**src/rtl/mem_store_buffer.sv**
```systemverilog
// mem_store_buffer: FIFO store buffer between the MEM stage and DataMemory; define STORE_FWD_EN to forward load hits from buffered stores
module mem_store_buffer #(
    parameter int DEPTH = 4,
    parameter int AW    = 16,
    parameter int DW    = 16
) (
    input  logic          Clock,
    input  logic          Reset,
    input  logic          CpuWrite,
    input  logic          CpuRead,
    input  logic [AW-1:0] CpuAdresa,
    input  logic [DW-1:0] CpuWriteData,
    output logic [DW-1:0] CpuReadData,
    output logic          Stall,
    output logic          Empty,
    output logic [AW-1:0] MemAdresa,
    output logic [DW-1:0] MemWriteData,
    output logic          MemWrite,
    output logic          MemRead,
    input  logic [DW-1:0] MemReadData
);
    localparam int PW = $clog2(DEPTH);
    logic [AW-1:0] addr_q [DEPTH];
    logic [DW-1:0] data_q [DEPTH];
    logic [PW-1:0] head, tail;
    logic [PW:0]   count;
    logic          full, hit, drain, enq;
`ifdef STORE_FWD_EN
    logic [DW-1:0] hit_data;
`endif
    assign full  = count == (PW+1)'(DEPTH);
    assign Empty = count == '0;
    // Scan valid entries oldest to youngest so the youngest match is the one kept
    always_comb begin
        hit = 1'b0;
`ifdef STORE_FWD_EN
        hit_data = '0;
`endif
        for (int i = 0; i < DEPTH; i++) begin
            if (i < int'(count) && addr_q[head + PW'(i)] == CpuAdresa) begin
                hit = 1'b1;
`ifdef STORE_FWD_EN
                hit_data = data_q[head + PW'(i)];
`endif
            end
        end
    end
    // Arbitrate the single memory port between loads, stores and drains
    always_comb begin
        Stall        = 1'b0;
        MemRead      = 1'b0;
        drain        = 1'b0;
        enq          = 1'b0;
        CpuReadData  = '0;
        MemAdresa    = addr_q[head];
        MemWriteData = data_q[head];
        if (CpuRead) begin
            Stall = CpuWrite;
            if (hit) begin
`ifdef STORE_FWD_EN
                MemAdresa   = CpuAdresa;
                CpuReadData = hit_data;
`else
                Stall = 1'b1;
                drain = 1'b1;
`endif
            end else begin
                MemRead     = 1'b1;
                MemAdresa   = CpuAdresa;
                CpuReadData = MemReadData;
            end
        end else if (CpuWrite) begin
            Stall = full;
            drain = full;
            enq   = !full;
        end else begin
            drain = !Empty;
        end
        MemWrite = drain;
    end
    // Pointer and occupancy bookkeeping; enqueue and drain never coincide
    always_ff @(posedge Clock or posedge Reset) begin
        if (Reset) begin
            head  <= '0;
            tail  <= '0;
            count <= '0;
        end else begin
            if (enq) tail <= tail + PW'(1);
            if (drain) head <= head + PW'(1);
            if (enq) count <= count + (PW+1)'(1);
            else if (drain) count <= count - (PW+1)'(1);
        end
    end
    // Entry storage needs no reset; occupancy gates every use
    always_ff @(posedge Clock) begin
        if (enq) begin
            addr_q[tail] <= CpuAdresa;
            data_q[tail] <= CpuWriteData;
        end
    end
endmodule

```
**config.mk**
```make
export PLATFORM = sky130hd
export DESIGN_NAME = mem_store_buffer
export DESIGN_NICKNAME = d
export VERILOG_FILES = /design/src/rtl/mem_store_buffer.sv
export SDC_FILE = /design/constraint.sdc
export NUM_CORES = 1
export LEC_CHECK = 0
export BUFFER_PORTS_ARGS = -buffer_cell sky130_fd_sc_hd__buf_2
export CAP_MARGIN = 20
export CORE_ASPECT_RATIO = 1.75
export CORE_MARGIN = 3
export CORE_UTILIZATION = 59
export CTS_BUF_LIST = sky130_fd_sc_hd__clkbuf_16
export CTS_CLUSTER_SIZE = 24
export DETAILED_ROUTE_END_ITERATION = 7
export PLACE_DENSITY_LB_ADDON = 0.3
export SKIP_LAST_GASP = 1
export SYNTH_ARGS = -nofsm -noshare
export SYNTH_HDL_FRONTEND = slang
export SYNTH_SLANG_ARGS = --single-unit
```
**constraint.sdc**
```tcl
create_clock -name Clock -period 3.4 [get_ports Clock]
set_input_delay 0.34 -clock Clock [delete_from_list [all_inputs] [get_ports Clock]]
set_output_delay 0.34 -clock Clock [all_outputs]
set_load 0.01 [all_outputs]
```
# After elaboration in Yosys (flattened, before gate mapping)
# Memory sizes are Yosys's and may differ from the RTL's.
# Cells that the tools add are included.
# classes
reduce_logical	8
order_cmp	4
muxes	22
add_sub_neg	6
n_eq_ne	5
# ops
cell	n
16-bit equality test	4
16-bit 2-to-1 mux	4
1-bit 2-to-1 mux	16
1-bit by 3-bit less-than comparator with 1-bit output (first input constant)	2
2-bit by 3-bit less-than comparator with 1-bit output (first input constant)	2
3-bit 2-to-1 mux	2
2-bit by 1-bit adder with 2-bit output (second input constant)	2
2-bit adder (second input constant)	2
1-bit logical AND	4
3-bit by 1-bit adder with 3-bit output (second input constant)	1
3-bit equality test (second input constant)	1
3-bit logical NOT	1
3-bit by 1-bit subtractor with 3-bit output (second input constant)	1
1-bit logical NOT	2
2-bit nonzero test	1
# totals
mem_bits_rw	128
n_memories	2
inputBits	52
wordCells	50
ff_bits	7
# mem_list
name	words	width	read_ports	rd_ports_with_merged_regs	wr	line_no	source
addr_q	4	16	4	0	1	23	logic [AW-1:0] addr_q [DEPTH];
data_q	4	16	1	0	1	24	logic [DW-1:0] data_q [DEPTH];

# Depth between registers and ports, before layout
# Gate-level depths: netlist (run 1).
# An unclocked memory read counts as a cell.
# logic_depth
word_depth	11
ltp_mapped	14
depth_no_buf	8

# Worst setup path before layout (run 1)
# No wires, ideal clock.
# synth_path
path_kind	reg-to-output
from	register head[1]
to	output MemAdresa[0]
t_required_ns	3.060
path_buffers	5
setup_slack_ns	0.292
arrival_ns	2.768
path_stages_with_launch	13
path_cell_list	dfrtp_1 > buf_6 > buf_6 > buf_6 > mux2i_1 > o22ai_1 > a2111o_1 > a211o_1 > o32a_1 > and4_4 > buf_6 > buf_8 > mux2_4
# synth_between
elab_chain_len	9
# synth_lines
item	line_no	source
start: declaration	25	logic [PW-1:0] head, tail;
start signal: assignment	89	if (drain) head <= head + PW'(1);
2-bit by 1-bit adder with 2-bit output or memory read 4 x 16 bit (tied branches)	n/a	
memory read 4 x 16 bit *	n/a	
16-bit equality test or 1-bit logical AND (tied branches)	40	if (i < int'(count) && addr_q[head + PW'(i)] == CpuAdresa) begin
1-bit logical AND or 1-bit 2-to-1 mux (tied branches)	40	
1-bit 2-to-1 mux (3 in a row)	40	
16-bit 2-to-1 mux	59	if (hit) begin
16-bit 2-to-1 mux *	57	if (CpuRead) begin
end: declaration	16	output logic [AW-1:0] MemAdresa,
# Mark *: on every way between the ends. The rest lies on a longest branch, timed or not.

# Worst setup path in the final report (run 1)
# layout_path
from	register head[0]
to	output MemAdresa[3]
# Same word-level chain as after synthesis.

==> results of run 1 <==
==> worst max-delay path, cell delays in order, from the launching register on <==
cell	delay (ns)
dfrtp_4	0.46
buf_8	0.15
buf_12	0.13
mux4_2	0.56
xnor2_2	0.16
nand3_2	0.11
or2_4	0.27
o32a_1	0.44
and4_4	0.29
mux2_4	0.33
buf_6	0.12
==> worst max path at each step <==
stage | startpoint | to
CTS | head[0] | MemAdresa[3]
detailed placement | head[0] | CpuReadData[3]
global route | head[0] | MemAdresa[6]
global placement | head[0] | CpuReadData[5]
floorplan | head[1] | MemAdresa[0]
finish | head[0] | MemAdresa[3]
==> where the power goes <==
group	leakage [nW]	internal, mW	switching (mW)
clock	0.269	0.960	0.798
sequential	1.24	2.04	0.163
combinational	2.55	2.63	2.36
==> layer usage <==
layer  vias to the layer above  wire, µm  GRT usage  part of all wire
met2                       327     12590     0.5410              0.53
met4                         0      1630     0.2079             0.069
met1                      3044      7966     0.3554              0.34
met3                       100      1460    0.06175             0.062
li1                       2705         -          -                 -
met5                         -         0          0                 0
==> state kept, by name, indices dropped and copies added (netlist names) <==
register / flops
tail: 2
count: 3
data_q: 64
addr_q: 64
head: 2
==> area by class of cell <==
| class | instances | area [µm²] |
|---|---|---|
| clock buffers | 17 | 425.4 |
| clock inverters | 15 | 135.1 |
| fillers | 828 | 2998 |
| inverters | 15 | 56.30 |
| multi-input cells | 390 | 4219 |
| flip-flops and latches | 135 | 4026 |
| well taps | 174 | 217.7 |
| repair buffers | 205 | 1515 |
==> logic make-up after synthesis <==
family | synth area share
AO/OA/AOI/OAI | 0.06432
XOR/XNOR | 0.06087
adder cells (fa/ha/maj) | 0.01349
buffers and inverters | 0.04363
flip-flops | 0.4816
multiplexers | 0.2546
AND/OR/NAND/NOR | 0.08156
==> cell usage after synthesis (all sizes together), types with 2 or more instances <==
cell type / count
a2111o: 2
a211o: 3
a21oi: 8
a221oi: 3
a2bb2oi: 3
a31oi: 2
a41oi: 2
and2: 20
and3: 2
buf: 31
clkbuf: 17
dfrtp: 7
edfxtp: 128
ha: 9
inv: 15
mux2: 21
mux2i: 48
mux4: 61
nand2: 16
nand2b: 5
nand3: 9
nand3b: 3
nand4: 15
nor2: 17
nor2b: 4
nor3: 10
nor3b: 3
nor4: 4
nor4b: 3
o2111ai: 3
o211ai: 2
o21ai: 14
o221ai: 3
o22ai: 4
o2bb2ai: 4
o31ai: 3
o32ai: 3
or3: 4
or4: 2
xnor2: 51
xor2: 7
==> timing repair <==
item                                   4_1_cts  5_1_grt
hold buffers                                 1        0
resized for setup                           52       16
setup endpoints to repair                   36       37
setup buffers                               26        2
pin swaps                                   24        9
gates cloned                                 4        0
endpoints found under the hold margin        7        0
==> flow_summary.toml, run 1 <==
[floorplan]
start_util = 0.6140
rows = 56
num_io_pins = 104
dieHeight_um = 163.3
die-area_um2 = 15660
die-width_um = 95.91
core-area_um2 = 13590

[placement]
place.gp.congestion = 0.9621
port_buffers = 103
dpl-instance-area_um2 = 9382
dp_cells = 887
dp_hpwl_um = 15820
place_ws_ns = -0.1799

[final_layout]
nets = 825
layout.cells.non_filler = 951
layout_commonest_cell = "edfxtp_1"
area_growth_pct = 26.96
final_area_um2 = 10600
postLayoutCoreUtil = 0.7795
diodes = 0
drive_above_1_share = 0.4633
layout_common_cells = "128 x edfxtp_1, 91 x buf_2, 82 x buf_4"

[sta]
holdWs_ns = 0.1254
finalSetupViolCount = 35
worst_slack_ns = -0.3938
fmax_mhz = 263.6
drv_slew = 0
period_share = 1.116
fin_setup_tns_ns = -11.25
min_period_ns = 3.794
rsz0062_at_grt = "yes"
maxSlewHeadroom = 0.6101
worst_slew_pin_slew_ns = 0.5848
skew_ns = 0.01254
hold_violations = 0

[global_routing]
overflow = 0
grt_usage = 0.3183
grt_pass1_wl_um = 36110
grt_max_degree = 33
antenna_found_initial = 0
grt_pass1_vias = 6454

[detailed_routing]
drt_wl_total_um = 23650
num_vias = 6176
vias_per_cell = 6.494
dr.first_iter.drc_count = 433
drc = 0
postRouteAntennaNets = 0
drt_first_pass_iters = 5
post_drt_wl_per_cell_um = 24.87

[cts]
cts_buffer_depth = 2
cts_root_buf = "clkbuf_16"
clock_latency_ns = 0.42
cts_tree = "yes"
cts.clk_slew.worst_paths_ns = 0.07
cts_buffers = 17
cts_sinks = 135
htree_levels = 4

[setup_path]
crit_arrival_ns = 3.45
required_ns = 3.06
critical_path_class = "register to primary output"
crit_path_start_kind = "register"
reg2reg_from = "head[0]"
r2r_end = "head[1]"
worstPathMaxFanout = 6
r2r_slack_ns = 0.02
r2r_cells = 17
cp-end-kind = "primary output"

[yosys]
synth_cell_types = 69
syn_inst = 586
syn_area_per_cell_um2 = 14.24
ys_warn_count = 0
synth_top_area_frac = 0.4606
ys_seq_area_frac = 0.4816
syn-num-nets = 647
netlist_area_um2 = 8346
synth_edf_count = 128
synthFlopType = "edfxtp_1"
synth_top_cell_by_area = "edfxtp_1"
ys_async_sr_fraction = 0.05185
netlist_top_cells_area = "edfxtp_1 46%, mux4_2 16%, mux2i_1 5.6%"
synth-seq-cells = 135

[min_path]
min_path_cells = 1
min_to = "data_q[2][5]"
hp-class = "input port to register"
min_from = "CpuWriteData[5]"

[power]
pwr_density_cell_nw_per_um2 = 845.4
ir_worst_vdd_uv = 596.1
p_total_mw = 8.957
p_leak_nw = 4.060

[run]
cap_violations = 0

[outcome]
violations = "negative setup slack"
status = "complete, but fails checks"
(Power assumes the default switching activity.)
==> run 2, diff against run 1 <==
- CORE_UTILIZATION: 59 -> 25
==> flow_summary.toml, run 2 (synthesized netlist as in run 1, its figures left out) <==
[outcome]
status = "complete, but fails checks"
violations = "negative setup slack"

[setup_path]
r2r_end = "count[1]"
crit_arrival_ns = 3.56
cp-end-kind = "primary output"
reg2reg_from = "head[0]"
required_ns = 3.06
crit_end = "MemAdresa[6]"
r2r_cells = 13
crit_start = "head[1]"
crit_path_start_kind = "register"
r2r_slack_ns = 0.16
worstPathMaxFanout = 6
critical_path_class = "register to primary output"

[placement]
dp_hpwl_um = 18740
place_ws_ns = -0.03575
place.gp.congestion = 0.9645
dp_cells = 1134
port_buffers = 103

[detailed_routing]
postRouteAntennaNets = 0
drt_wl_total_um = 26630
drt_first_pass_iters = 5
vias_per_cell = 4.987
num_vias = 5989
drc = 0
post_drt_wl_per_cell_um = 22.17
dr.first_iter.drc_count = 311

[sta]
holdWs_ns = 0.1268
drv_slew = 0
min_period_ns = 3.900
worst_slack_ns = -0.4999
fmax_mhz = 256.4
maxSlewHeadroom = 0.5607
period_share = 1.147
worst_slew_pin_slew_ns = 0.6542
skew_ns = 0.01319
rsz0062_at_grt = "yes"
finalSetupViolCount = 35
fin_setup_tns_ns = -15.31
hold_violations = 0

[global_routing]
grt_pass1_wl_um = 38230
antenna_found_initial = 0
grt_pass1_vias = 6222
overflow = 0
grt_usage = 0.1464
grt_max_degree = 33

[power]
internal-power_mw = 6.292
comb_power_share = 0.568
power.share.clock = 0.206
p_leak_nw = 4.353
p_switching_mw = 3.458
switching_share = 0.3547
pwr_density_cell_nw_per_um2 = 844.2
ir_worst_vdd_uv = 438.3
power_frac_seq = 0.227

[cts]
cts_root_buf = "clkbuf_16"
clock_latency_ns = 0.43
cts_sinks = 135
cts_buffer_depth = 2
htree_levels = 4
cts.clk_slew.worst_paths_ns = 0.06
cts_tree = "yes"
cts_buffers = 17

[floorplan]
die-width_um = 144.1
dieHeight_um = 247.7
rows = 87
start_util = 0.2564
core-area_um2 = 32550
num_io_pins = 104
die-area_um2 = 35700

[final_layout]
layout_commonest_cell = "edfxtp_1"
layout_common_cells = "128 x edfxtp_1, 97 x buf_4, 79 x buf_2"
nets = 851
postLayoutCoreUtil = 0.3549
largestRegisters = "addr_q x64, data_q x64, count x3"
layout.cells.non_filler = 1201
diodes = 0
area_growth_pct = 38.40
drive_above_1_share = 0.5081

[min_path]
hp-class = "input port to register"

[run]
cap_violations = 0
run 2: changes by cell type in the layout (fill, tap and decap cells not counted), moves of 7 or more:
cell / previous run / this run
and2_1: 17 / 5
buf_4: 82 / 97
buf_12: 5 / 14
and2_4: 3 / 11
mux2i_1: 43 / 36
buf_6: 23 / 32
buf_2: 91 / 79
run 2: layout make-up:
cell class	instances	area (µm²)
repair buffers	233	2007
multi-input cells	388	4328
well taps	400	500.5
clock inverters	13	206.4
inverters	15	56.30
fillers	3091	21000
flip-flops and latches	135	4026
clock buffers	17	425.4
run 2: worst min-delay path by stage:
stage / startpoint / endpoint / cells after the start
2_1_floorplan: Reset / count[0] / 1
3_3_place_gp: Reset / tail[1] / 2
3_5_place_dp: Reset / tail[1] / 2
4_1_cts: CpuWriteData[3] / data_q[2][3] / 1
5_1_grt: CpuWriteData[15] / data_q[2][15] / 1
6_report: CpuWriteData[10] / data_q[1][10] / 1
run 2: metal layers:
metal	vias up	track usage	routed length [µm]
met5	-	0	0
met2	169	0.2688	14790
met1	3000	0.1498	9119
met3	74	0.01966	783
li1	2746	-	-
met4	0	0.1023	1933
run 2: per-stage QoR:
stage          cell area [µm²]  total power [mW]
3_5_place_dp              9915             6.842
6_report                 11550             9.751
2_1_floorplan             8346             5.102
4_1_cts                  10990             9.283
3_3_place_gp              9915             6.827
5_1_grt                  11550             10.21
run 2: power by group through the flow:
stage          Clock (mW)  Sequential (mW)  Combinational [mW]
2_1_floorplan           0             2.15                2.95
3_3_place_gp            0             2.24                4.59
3_5_place_dp            0             2.24                4.60
4_1_cts              2.06             2.20                5.02
5_1_grt              2.12             2.24                5.86
6_report             2.01             2.21                5.53
run 2: critical path, cell delays in order (launching register included):
cell	delay, ns
dfrtp_4	0.54
buf_12	0.17
buf_4	0.13
mux2i_2	0.15
xnor2_1	0.54
nor4b_4	0.08
o32ai_2	0.22
o32a_1	0.25
and4_4	0.37
buf_12	0.18
mux2_2	0.34
buf_6	0.12
run 2: timing repair:
item                       4_1_cts  5_1_grt
hold buffers                     1        0
buffers inserted                14       19
gates resized for setup         49       60
cloned                           2        4
hold endpoints to repair         7        0
pin swaps                       15       19
setup endpoints to repair       35       35
==> run 3, diff against run 2 <==
- CAP_MARGIN: 20 -> default
- CORE_UTILIZATION: 25 -> 42
- clock period: 3.4 -> 4.1 ns (I/O delays scaled with it)
==> flow_summary.toml, run 3 (synthesized netlist as in run 1, its figures left out) <==
[floorplan]
num_io_pins = 104
start_util = 0.4310
core-area_um2 = 19360
die-width_um = 112.6
dieHeight_um = 192.5
rows = 67
die-area_um2 = 21660

[setup_path]
critical_path_class = "register to primary output"
crit_family = "multiplexers"
cp_slowest_cell = "mux4_2"
r2r_end = "head[1]"
cp-end-kind = "primary output"
r2r_slack_ns = 0.56
cp_num_cells = 9
crit_path_start_kind = "register"
worstPathMaxFanout = 41
path_buf_inv = 2
reg2reg_from = "head[0]"
path_cells = "buf_16 > mux4_2 > xnor2_1 > nand4_1 > or3_1 > o32a_4 > and4_4 > mux2_4 > buf_2"
required_ns = 3.69
crit_end = "MemAdresa[8]"
r2r_cells = 8
crit_start = "head[1]"
cpPeakStageDelay_ns = 0.55
crit_arrival_ns = 3.59

[final_layout]
fillers = 1639
area.sequential_um2 = 4026
layout.cells.non_filler = 953
diodes = 0
largestRegisters = "addr_q x64, data_q x64, count x3"
final_area_um2 = 9861
layout_commonest_cell = "edfxtp_1"
multiInputGateArea_um2 = 4085
postLayoutCoreUtil = 0.5092
nets = 760
area_growth_pct = 18.16
drive_above_1_share = 0.3834
layout_common_cells = "128 x edfxtp_1, 103 x buf_2, 60 x mux4_2"

[power]
p_switching_mw = 2.517
comb_power_share = 0.514
internal-power_mw = 4.107
power_frac_seq = 0.279
pwr_density_cell_nw_per_um2 = 671.8
switching_share = 0.3800
p_leak_nw = 3.591
ir_worst_vdd_uv = 483.6
power.share.clock = 0.207

[cts]
cts_buffer_depth = 2
cts.clk_slew.worst_paths_ns = 0.06
cts_sinks = 135
clock_latency_ns = 0.43
cts_tree = "yes"
htree_levels = 4
cts_buffers = 17
cts_root_buf = "clkbuf_16"

[placement]
dpl-instance-area_um2 = 9097
dp_cells = 910
place_ws_ns = 0.2287
dp_hpwl_um = 15650
port_buffers = 103
place.gp.congestion = 0.9430

[global_routing]
antenna_found_initial = 0
overflow = 0
grt_pass1_vias = 5878
grt_usage = 0.2051
grt_pass1_wl_um = 33370
grt_max_degree = 45

[detailed_routing]
drt_first_pass_iters = 6
dr.first_iter.drc_count = 331
num_vias = 5746
post_drt_wl_per_cell_um = 23.82
postRouteAntennaNets = 0
vias_per_cell = 6.029
drc = 0
drt_wl_total_um = 22700

[sta]
skew_ns = 0.01334
hold_violations = 0
rsz0062_at_grt = "no"
min_period_ns = 4.000
fmax_mhz = 250.0
drv_slew = 0
period_share = 0.9756
worst_slack_ns = 0.1002
maxSlewHeadroom = 0.5210
finalSetupViolCount = 0
worst_slew_pin_slew_ns = 0.7130

[min_path]
hp-class = "input port to register"
min_path_cells = 1

[run]
cap_violations = 0

[outcome]
status = "complete, no violations"
-- run 3: worst min path at each step --
stage	from	to
6_report	CpuWriteData[7]	data_q[1][7]
3_3_place_gp	Reset	tail[0]
4_1_cts	CpuWriteData[12]	data_q[1][12]
2_1_floorplan	Reset	count[0]
5_1_grt	CpuWriteData[14]	data_q[1][14]
3_5_place_dp	Reset	tail[0]
-- run 3: area by class of cell --
class / instances / area share
timing repair buffer: 139 / 0.08679
clock buffer: 17 / 0.04314
inverter: 15 / 0.006091
multi-input combinational: 391 / 0.4143
tap: 241 / 0.03058
clock inverter: 15 / 0.01079
sequential: 135 / 0.4083
-- run 3: metal layers --
layer	wire (µm)	GRT usage
met1	7964	0.2165
met2	12530	0.3808
met3	1053	0.03797
met4	1156	0.1101
met5	0	0
-- run 3: stage by stage --
stage | setup TNS [ns] | power, mW | hold WS [ns]
detailed placement | 0 | 5.100 | 0.3889
CTS | -0.07325 | 6.570 | 0.1841
global placement | 0 | 5.062 | 0.3836
global route | 0 | 6.966 | 0.1914
finish | 0 | 6.624 | 0.2037
floorplan | 0 | 4.231 | 0.2134
-- run 3: worst reg2reg max path, delay by kind of cell, from the launching register on --
family          cells  cell delay (ns)
compound gates      2             0.36
buf+inv             1             0.27
mux                 1             0.56
flops               1             0.55
simple gates        3             1.20
xor+xnor            1             0.43
-- run 3: power groups by stage --
stage	registers, mW	logic (mW)	clock network (mW)
2_1_floorplan	1.78	2.45	0
3_3_place_gp	1.91	3.15	0
3_5_place_dp	1.93	3.17	0
4_1_cts	1.86	3.32	1.39
5_1_grt	1.87	3.63	1.47
6_report	1.85	3.41	1.37
-- run 3: timing repair --
action | in CTS | in global routing
gates cloned | 0 | 3
buffers inserted | 4 | 3
resized for setup | 5 | 16
pin swaps | 1 | 3
endpoints found under the hold margin | 7 | 0
setup endpoints to repair | 32 | 32
hold buffers | 1 | 0
